===== config.mk =====
export PLATFORM = sky130hd
export DESIGN_NAME = pwm_capture_flat
export DESIGN_NICKNAME = d
export VERILOG_FILES = /design/src/rtl/pwm_capture_if.sv /design/src/rtl/pwm_capture.sv /design/src/flat_wrapper.sv
export SDC_FILE = /design/constraint.sdc
export NUM_CORES = 1
export LEC_CHECK = 0
export CELL_PAD_IN_SITES_DETAIL_PLACEMENT = 1
export CELL_PAD_IN_SITES_GLOBAL_PLACEMENT = 1
export CORE_AREA = 2 2 107 109
export CTS_CLUSTER_SIZE = 10
export DETAILED_ROUTE_END_ITERATION = 8
export DIE_AREA = 0 0 109 111
export GPL_TIMING_DRIVEN = 0
export PLACE_DENSITY = 0.78
export RECOVER_POWER = 50
export SYNTH_ARGS = -nofsm -noshare
export SYNTH_HDL_FRONTEND = slang
export SYNTH_SLANG_ARGS = --single-unit
export TNS_END_PERCENT = 30

===== constraint.sdc =====
create_clock -name clk_i -period 3.7 [get_ports clk_i]
set_clock_uncertainty 0.1 [all_clocks]
set_input_delay 0.555 -clock clk_i [delete_from_list [all_inputs] [get_ports clk_i]]
set_output_delay 0.555 -clock clk_i [all_outputs]
set_load 0.02 [all_outputs]

===== src/rtl/pwm_capture_if.sv =====
`default_nettype none
// ============================================================================
// Module      : pwm_capture_if
// Description : Control/result bundle of the PWM capture unit.
// Revision    : 1.0 - initial release
// ============================================================================
interface pwm_capture_if #(
    parameter int CNT_WIDTH = 16,
    parameter int PSC_WIDTH = 16
);
    logic                 en_i;
    logic                 clr_i;
    logic [PSC_WIDTH-1:0] psc_i;
    logic                 pwm_i;
    logic [CNT_WIDTH-1:0] period_o;
    logic [CNT_WIDTH-1:0] high_o;
    logic                 valid_o;
    logic                 ovf_o;
    logic                 busy_o;

    modport slave (
        input  en_i, clr_i, psc_i, pwm_i,
        output period_o, high_o, valid_o, ovf_o, busy_o
    );

    modport master (
        output en_i, clr_i, psc_i, pwm_i,
        input  period_o, high_o, valid_o, ovf_o, busy_o
    );
endinterface
`default_nettype wire


===== src/rtl/pwm_capture.sv =====
`default_nettype none
// ============================================================================
// Module      : pwm_capture
// Description : Measures period and high time of an external PWM input in
//               prescaled ticks, with valid strobe and sticky overflow flag.
// Revision    : 1.0 - initial release
// ============================================================================
module pwm_capture #(
    parameter int CNT_WIDTH = 16,
    parameter int PSC_WIDTH = 16
) (
    input  logic          clk_i,
    input  logic          rst_i,
    pwm_capture_if.slave  bus
);
    typedef enum logic [1:0] {
        ST_IDLE = 2'd0,
        ST_ARM  = 2'd1,
        ST_HIGH = 2'd2,
        ST_LOW  = 2'd3
    } state_t;

    localparam logic [CNT_WIDTH-1:0] c_cnt_max = '1;
    localparam logic [CNT_WIDTH-1:0] c_cnt_one = CNT_WIDTH'(1);
    localparam logic [PSC_WIDTH-1:0] c_psc_one = PSC_WIDTH'(1);

    state_t               r_state;
    state_t               w_state_nxt;
    logic                 r_s1, r_s2, r_s3;
    logic [PSC_WIDTH-1:0] r_psc_q;
    logic [PSC_WIDTH-1:0] r_psc_cnt;
    logic [CNT_WIDTH-1:0] r_cnt;
    logic [CNT_WIDTH-1:0] r_high_cap;
    logic [CNT_WIDTH-1:0] r_period;
    logic [CNT_WIDTH-1:0] r_high;
    logic                 r_valid;
    logic                 r_ovf;

    logic                 w_rise, w_fall, w_tick, w_sat, w_running;
    logic [CNT_WIDTH-1:0] w_cap;
    logic                 w_start, w_latch_high, w_done, w_ovf_set;

    assign w_rise    = r_s2 & ~r_s3;
    assign w_fall    = ~r_s2 & r_s3;
    assign w_tick    = (r_psc_cnt == r_psc_q);
    assign w_running = (r_state == ST_HIGH) || (r_state == ST_LOW);
    // Captured value includes the tick landing in the edge cycle itself.
    assign w_cap     = r_cnt + (w_tick ? c_cnt_one : '0);
    assign w_sat     = w_running && (r_cnt == c_cnt_max) && w_tick;

    always_ff @(posedge clk_i or posedge rst_i) begin
        if (rst_i) begin
            r_state <= ST_IDLE;
        end else begin
            r_state <= w_state_nxt;
        end
    end

    always_comb begin
        w_state_nxt  = r_state;
        w_start      = 1'b0;
        w_latch_high = 1'b0;
        w_done       = 1'b0;
        w_ovf_set    = 1'b0;
        if (!bus.en_i) begin
            w_state_nxt = ST_IDLE;
        end else begin
            case (r_state)
                ST_IDLE: w_state_nxt = ST_ARM;
                ST_ARM: begin
                    if (w_rise) begin
                        w_start     = 1'b1;
                        w_state_nxt = ST_HIGH;
                    end
                end
                ST_HIGH: begin
                    if (w_sat) begin
                        w_ovf_set   = 1'b1;
                        w_state_nxt = ST_ARM;
                    end else if (w_fall) begin
                        w_latch_high = 1'b1;
                        w_state_nxt  = ST_LOW;
                    end
                end
                ST_LOW: begin
                    if (w_sat) begin
                        w_ovf_set   = 1'b1;
                        w_state_nxt = ST_ARM;
                    end else if (w_rise) begin
                        w_done      = 1'b1;
                        w_start     = 1'b1;
                        w_state_nxt = ST_HIGH;
                    end
                end
                default: w_state_nxt = ST_IDLE;
            endcase
        end
    end

    always_ff @(posedge clk_i or posedge rst_i) begin
        if (rst_i) begin
            r_s1       <= 1'b0;
            r_s2       <= 1'b0;
            r_s3       <= 1'b0;
            r_psc_q    <= '0;
            r_psc_cnt  <= '0;
            r_cnt      <= '0;
            r_high_cap <= '0;
            r_period   <= '0;
            r_high     <= '0;
            r_valid    <= 1'b0;
            r_ovf      <= 1'b0;
        end else begin
            r_s1    <= bus.pwm_i;
            r_s2    <= r_s1;
            r_s3    <= r_s2;
            r_valid <= w_done;

            if (w_done) begin
                r_period <= w_cap;
                r_high   <= r_high_cap;
            end
            if (w_latch_high) begin
                r_high_cap <= w_cap;
            end

            // A new overflow outranks a simultaneous clear request.
            if (w_ovf_set) begin
                r_ovf <= 1'b1;
            end else if (bus.clr_i) begin
                r_ovf <= 1'b0;
            end

            // Divisor is frozen for the whole period that starts at a rise.
            if ((r_state == ST_ARM) || w_start) begin
                r_psc_q <= bus.psc_i;
            end

            if (w_start || !w_running) begin
                r_cnt     <= '0;
                r_psc_cnt <= '0;
            end else if (w_tick) begin
                r_cnt     <= r_cnt + c_cnt_one;
                r_psc_cnt <= '0;
            end else begin
                r_psc_cnt <= r_psc_cnt + c_psc_one;
            end
        end
    end

    assign bus.period_o = r_period;
    assign bus.high_o   = r_high;
    assign bus.valid_o  = r_valid;
    assign bus.ovf_o    = r_ovf;
    assign bus.busy_o   = w_running;
endmodule
`default_nettype wire


===== src/flat_wrapper.sv =====
// flat-port wrapper written by rule: the top's interface ports become plain ports
module pwm_capture_flat 
#(
    parameter int CNT_WIDTH = 16,
    parameter int PSC_WIDTH = 16
)
  (clk_i, rst_i, bus_en_i, bus_clr_i, bus_psc_i, bus_pwm_i, bus_period_o, bus_high_o, bus_valid_o, bus_ovf_o, bus_busy_o);
  pwm_capture_if #(.CNT_WIDTH(CNT_WIDTH), .PSC_WIDTH(PSC_WIDTH)) bus_i ();
  input  logic clk_i;
  input  logic rst_i;
  input wire logic [$bits(bus_i.en_i)-1:0] bus_en_i;
  input wire logic [$bits(bus_i.clr_i)-1:0] bus_clr_i;
  input wire logic [$bits(bus_i.psc_i)-1:0] bus_psc_i;
  input wire logic [$bits(bus_i.pwm_i)-1:0] bus_pwm_i;
  output wire logic [$bits(bus_i.period_o)-1:0] bus_period_o;
  output wire logic [$bits(bus_i.high_o)-1:0] bus_high_o;
  output wire logic [$bits(bus_i.valid_o)-1:0] bus_valid_o;
  output wire logic [$bits(bus_i.ovf_o)-1:0] bus_ovf_o;
  output wire logic [$bits(bus_i.busy_o)-1:0] bus_busy_o;
  assign bus_i.en_i = bus_en_i;
  assign bus_i.clr_i = bus_clr_i;
  assign bus_i.psc_i = bus_psc_i;
  assign bus_i.pwm_i = bus_pwm_i;
  assign bus_period_o = bus_i.period_o;
  assign bus_high_o = bus_i.high_o;
  assign bus_valid_o = bus_i.valid_o;
  assign bus_ovf_o = bus_i.ovf_o;
  assign bus_busy_o = bus_i.busy_o;
  pwm_capture #(.CNT_WIDTH(CNT_WIDTH), .PSC_WIDTH(PSC_WIDTH)) u_core (.clk_i(clk_i), .rst_i(rst_i), .bus(bus_i));
endmodule

# After elaboration in Yosys (flattened, before gate mapping)
# Cells that the tools add are included.
# word_totals
output_inout_bits,35
input_bits,21
elab_cells,61
regBits,103
# classes
reduce_logical,10
addsub,3
bitwise,4
eq_ne,6
n_mux,26
# ops
operator,count
16-bit 2-to-1 mux,4
"16-bit by 1-bit adder with 16-bit output, second input constant",2
16-bit adder,1
16-bit equality test,1
"16-bit equality test, second input constant",1
1-bit 2-to-1 mux,15
2-bit 2-to-1 mux,5
2-bit one-hot mux with 4 select lines,1
"2-bit equality test, second input constant",2
"4-bit by 2-bit inequality test with 1-bit output, second input constant",1
2-bit nonzero test,2
1-bit logical OR,3
1-bit bitwise AND,2
"2-bit by 1-bit equality test with 1-bit output, second input constant",1
1-bit logical AND,2
2-bit zero test,1
1-bit inverter,2
1-bit one-hot mux with 2 select lines,1
2-bit OR reduction,1
1-bit zero test,1

# Longest topological paths before layout
# depth
word_depth,9
depth_mapped,11
depth_no_buf,10

# Least setup slack after synthesis
# No wires, ideal clock.
# synth_path
kind,flip-flop to flip-flop
start,register u_core.r_psc_cnt[6]
end,register u_core.r_period[12] (netlist: u_core.bus.period_o[12])
arrival_time_ns,2.381
path_slack_ns,1.091
setup_time_ns,0.127
path_stages_with_launch,12
path_buffers,1
required_time_ns,3.473
path_cell_list,dfrtp_1 > xor2_1 > nor4_2 > nand4_2 > inv_2 > buf_6 > ha_1 > ha_1 > nand3_1 > nor3_1 > xor2_1 > mux2_1
# synth_between
elab_chain_cells,5
word_cells_on_any_way,7
# synth_rtl
element,line_no,source
from (decl),pwm_capture.sv:31,logic [PSC_WIDTH-1:0] r_psc_cnt;
from (signal assigned),pwm_capture.sv:146,r_psc_cnt <= r_psc_cnt + c_psc_one;
16-bit equality test *,pwm_capture.sv:45,assign w_tick = (r_psc_cnt == r_psc_q);
"parallel branches: the longest is 4 deep, another holds 16-bit adder",-,
to (signal assigned),pwm_capture.sv:120,r_period <= w_cap;
to (decl),pwm_capture.sv:34,logic [CNT_WIDTH-1:0] r_period;
# Every way passes the cells marked *.
# A chain may end at the register's enable or synchronous reset.

# Worst setup path in the final report
# layout_path
start,register u_core.r_psc_cnt[12]
end,register u_core.r_period[14] (netlist: u_core.bus.period_o[14])
# Same word-level chain as after synthesis.

==> results.txt <==
Fmax: 307.4 MHz
Commonest non-fill, non-tap cell in the layout: dfrtp_1
Synth Area in Adders: 0.01043
Total CTS buffers: 9
Initial antenna violation count: 0
Met3 wire length: 401 um
Post-Place Cells: 594
Vias: 3311
Die Y: 111 um
Worst-Margin Slew: 2474 ps
Post-synth cell types: 45
CTS Root Cell: clkbuf_16
Type of the worst setup path: reg2reg
Post-route DRC: 0
Die area: 0.01210 sq mm
Syn. warnings: 0
Synth Area in Compound Gates: 0.05632
TritonCTS clock tree: done
Hold WS: 251.8 ps
Critical Path RT: 3830 ps
Unrepaired setup endpoints after global routing: no
Met1 Routed Length: 4.792 mm
Startpoint types: flip-flop
Core box area: 0.01108 sq mm
Number of synthesized flops with an enable pin: 0
Syn Nets: 420
Met2 WL post-DR: 5.845 mm
Sw Pwr: 0.5260 mW
Main combinational cell family by area after synthesis: multiplexers
Switching Share: 0.2187
Hold Path Depth: 0
Util after Layout: 0.5318
Post-CTS sizing: 0
Endpoint arrival time on the critical path: 3390 ps
Clock power share: 0.448
Multi-input logic area: 0.002058 sq mm
Clock Sinks: 103
Syn-to-layout area delta: 22.76%
Initial core utilization: 0.4332
Sequential cell area fraction in the yosys report: 0.5372
Peak VDD IR: 206.6 uV
Violated checks: capacitance limit, slew limit
First-pass GRT wire length: 19.02 mm
Ant diodes: 0
Htree depth: 3
Clk_lat worst skew: 350 ps
Rel. slew slack: -0.6514
All-layer global routing usage: 0.2026
Post-Syn Area per Cell: 12.15 sq um
HPWL after detailed placement: 7.811 mm
IO Pins: 56
FILL cells: 1163
CTS Hold Bufs: 0
WL per Instance: 18.27 um
Combinational share of power: 0.060
Post-synth top flop: dfrtp_1
Commonest cells after routing, fill and taps aside: 103 x dfrtp_1, 39 x clkdlybuf4s50_1, 33 x mux2_1
Register area: 0.002577 sq mm
CP Capture Type: flip-flop
Pint: 1.879 mW
Mapped Area: 0.004798 sq mm
Multiplexer area fraction after synthesis: 0.1523
Max layer used: met4
Clock slew at reported path FFs: 70 ps
Placed inst area: 0.005550 sq mm
Crit share post-route: 0.8792
DRT Pass-1 Iters: 4
RePlAce Congestion: 0.8871
Largest net degree at the start of global routing: 64
Max-slew violations: 63
Vias per cell: 5.428
Vias in the first global route: 3666
Final instance area: 0.005891 sq mm
Post-Layout Cell Count: 610
CP max FO: 10
Final critical-path required period: 3253 ps
Status: complete, but fails checks
CTS max path bufs: 2
Share of cells above drive strength 1: 0.1585
Syn Inst Count: 395
Row cnt: 39
DR iter-0 viols: 128
PortBufs: 55
WL final: 11.14 mm
Final count of hold timing violations: 0
Die width: 109 um
Remaining antenna violation count: 0
Final setup vio count: 0
LEAKAGE: 2.647 nW
Nets: 487
XOR/XNOR share of the synthesized area: 0.08031
Simple-Gate Fraction of Synth Area: 0.1296
PD cells: 408.3 mW/mm^2
Flop pwr share: 0.492
Power Total: 2.405 mW
Total setup buffers inserted after CTS: 0
FF+latch count, synth: 103
FF-to-FF path depth: 11
Ys async rst share: 1.000
Worst hold path class: reg2reg
MaxCap Viol Count: 1
GR Overflow Total: 0
## Yosys cell counts (2+ instances only)
library cell / number / area (sq um)
dfrtp_1: 103 / 2577
mux2_1: 33 / 371.6
mux2_2: 31 / 349.1
nor2_1: 30 / 112.6
xor2_1: 27 / 236.5
nand3_1: 18 / 90.09
xnor2_1: 17 / 148.9
nand2_1: 15 / 56.30
a211oi_1: 13 / 97.59
inv_1: 8 / 30.03
nand4_1: 8 / 50.05
o21ai_0: 7 / 35.03
or3_1: 7 / 43.79
and3_1: 6 / 37.54
buf_2: 6 / 30.03
buf_6: 6 / 67.56
nor3_1: 6 / 30.03
o31ai_1: 5 / 37.54
or4_1: 5 / 37.54
clkbuf_1: 4 / 15.01
ha_1: 4 / 50.05
nor4_2: 4 / 50.05
and2_1: 3 / 18.77
a21oi_1: 2 / 10.01
a31oi_1: 2 / 12.51
inv_2: 2 / 7.510
nand2b_1: 2 / 12.51
nand4b_1: 2 / 17.52
nor4_1: 2 / 12.51
o41ai_1: 2 / 17.52
## routing by layer
layer	GRT usage	vias up
li1	-	1540
met1	0.2594	1703
met2	0.3449	60
met3	0.04586	8
met4	0.04957	0
met5	0	-
## registers in the layout, summed over array words and instances (netlist names)
signal and cells:
u_core.r_s1 1, u_core.bus.period_o 16, u_core.r_s3 1, u_core.bus.valid_o 1, u_core.r_cnt 16, u_core.bus.high_o 16
u_core.r_psc_cnt 16, u_core.r_state 2, u_core.bus.ovf_o 1, u_core.r_psc_q 16, u_core.r_high_cap 16, u_core.r_s2 1
## logic make-up after synthesis
kind of cell,count (synthesis)
AO/OA/AOI/OAI,37
XOR/XNOR,44
adder cells (fa/ha/maj),4
buffers and inverters,28
flip-flops,103
multiplexers,65
AND/OR/NAND/NOR,114
## power by group through the flow
| stage | combinational (mW) | sequential [mW] | clock [mW] |
|---|---|---|---|
| after global placement | 0.141 | 1.20 | 0 |
| final | 0.144 | 1.18 | 1.08 |
| after global routing | 0.162 | 1.19 | 1.14 |
| after detailed placement | 0.149 | 1.21 | 0 |
| after floorplan | 0.0977 | 1.20 | 0 |
| after CTS | 0.151 | 1.18 | 1.10 |
## worst paths after layout
check	from	endpoint	slack, ps
max in group asynchronous	rst_i	u_core.r_cnt[0]	670
max reg2reg	u_core.r_psc_cnt[12]	u_core.bus.period_o[14]	450
min	u_core.r_s1	u_core.r_s2	250
min in group asynchronous	rst_i	u_core.bus.period_o[12]	1400
min reg2reg	u_core.r_s1	u_core.r_s2	250
max	u_core.r_psc_cnt[12]	u_core.bus.period_o[14]	450
## stage by stage
step	setup WS, ps	setup TNS [ps]
2_1_floorplan	341.2	0
3_3_place_gp	-1145	-117470
3_5_place_dp	419.1	0
4_1_cts	386.0	0
5_1_grt	193.4	0
6_report	447.1	0
## final cells by class
cell class              instances  area share
clock buffers                  12     0.04524
well taps                     143     0.03037
clock inverters                 4     0.01296
inverters                      10    0.006372
flip-flops and latches        103      0.4376
plain buffers                  18     0.02124
multi-input cells             264      0.3494
repair buffers                 56     0.09686
## worst max-delay path, cell delays in order, from the launching register on
cell	delay, ps
dfrtp_1	430
xor2_1	190
nor4_2	370
nand4_2	310
inv_2	170
buf_6	160
ha_1	200
ha_1	190
nand3_1	290
nor3_1	290
xor2_1	120
mux2_1	320
No activity file was read; power rests on OpenSTA's default activity.
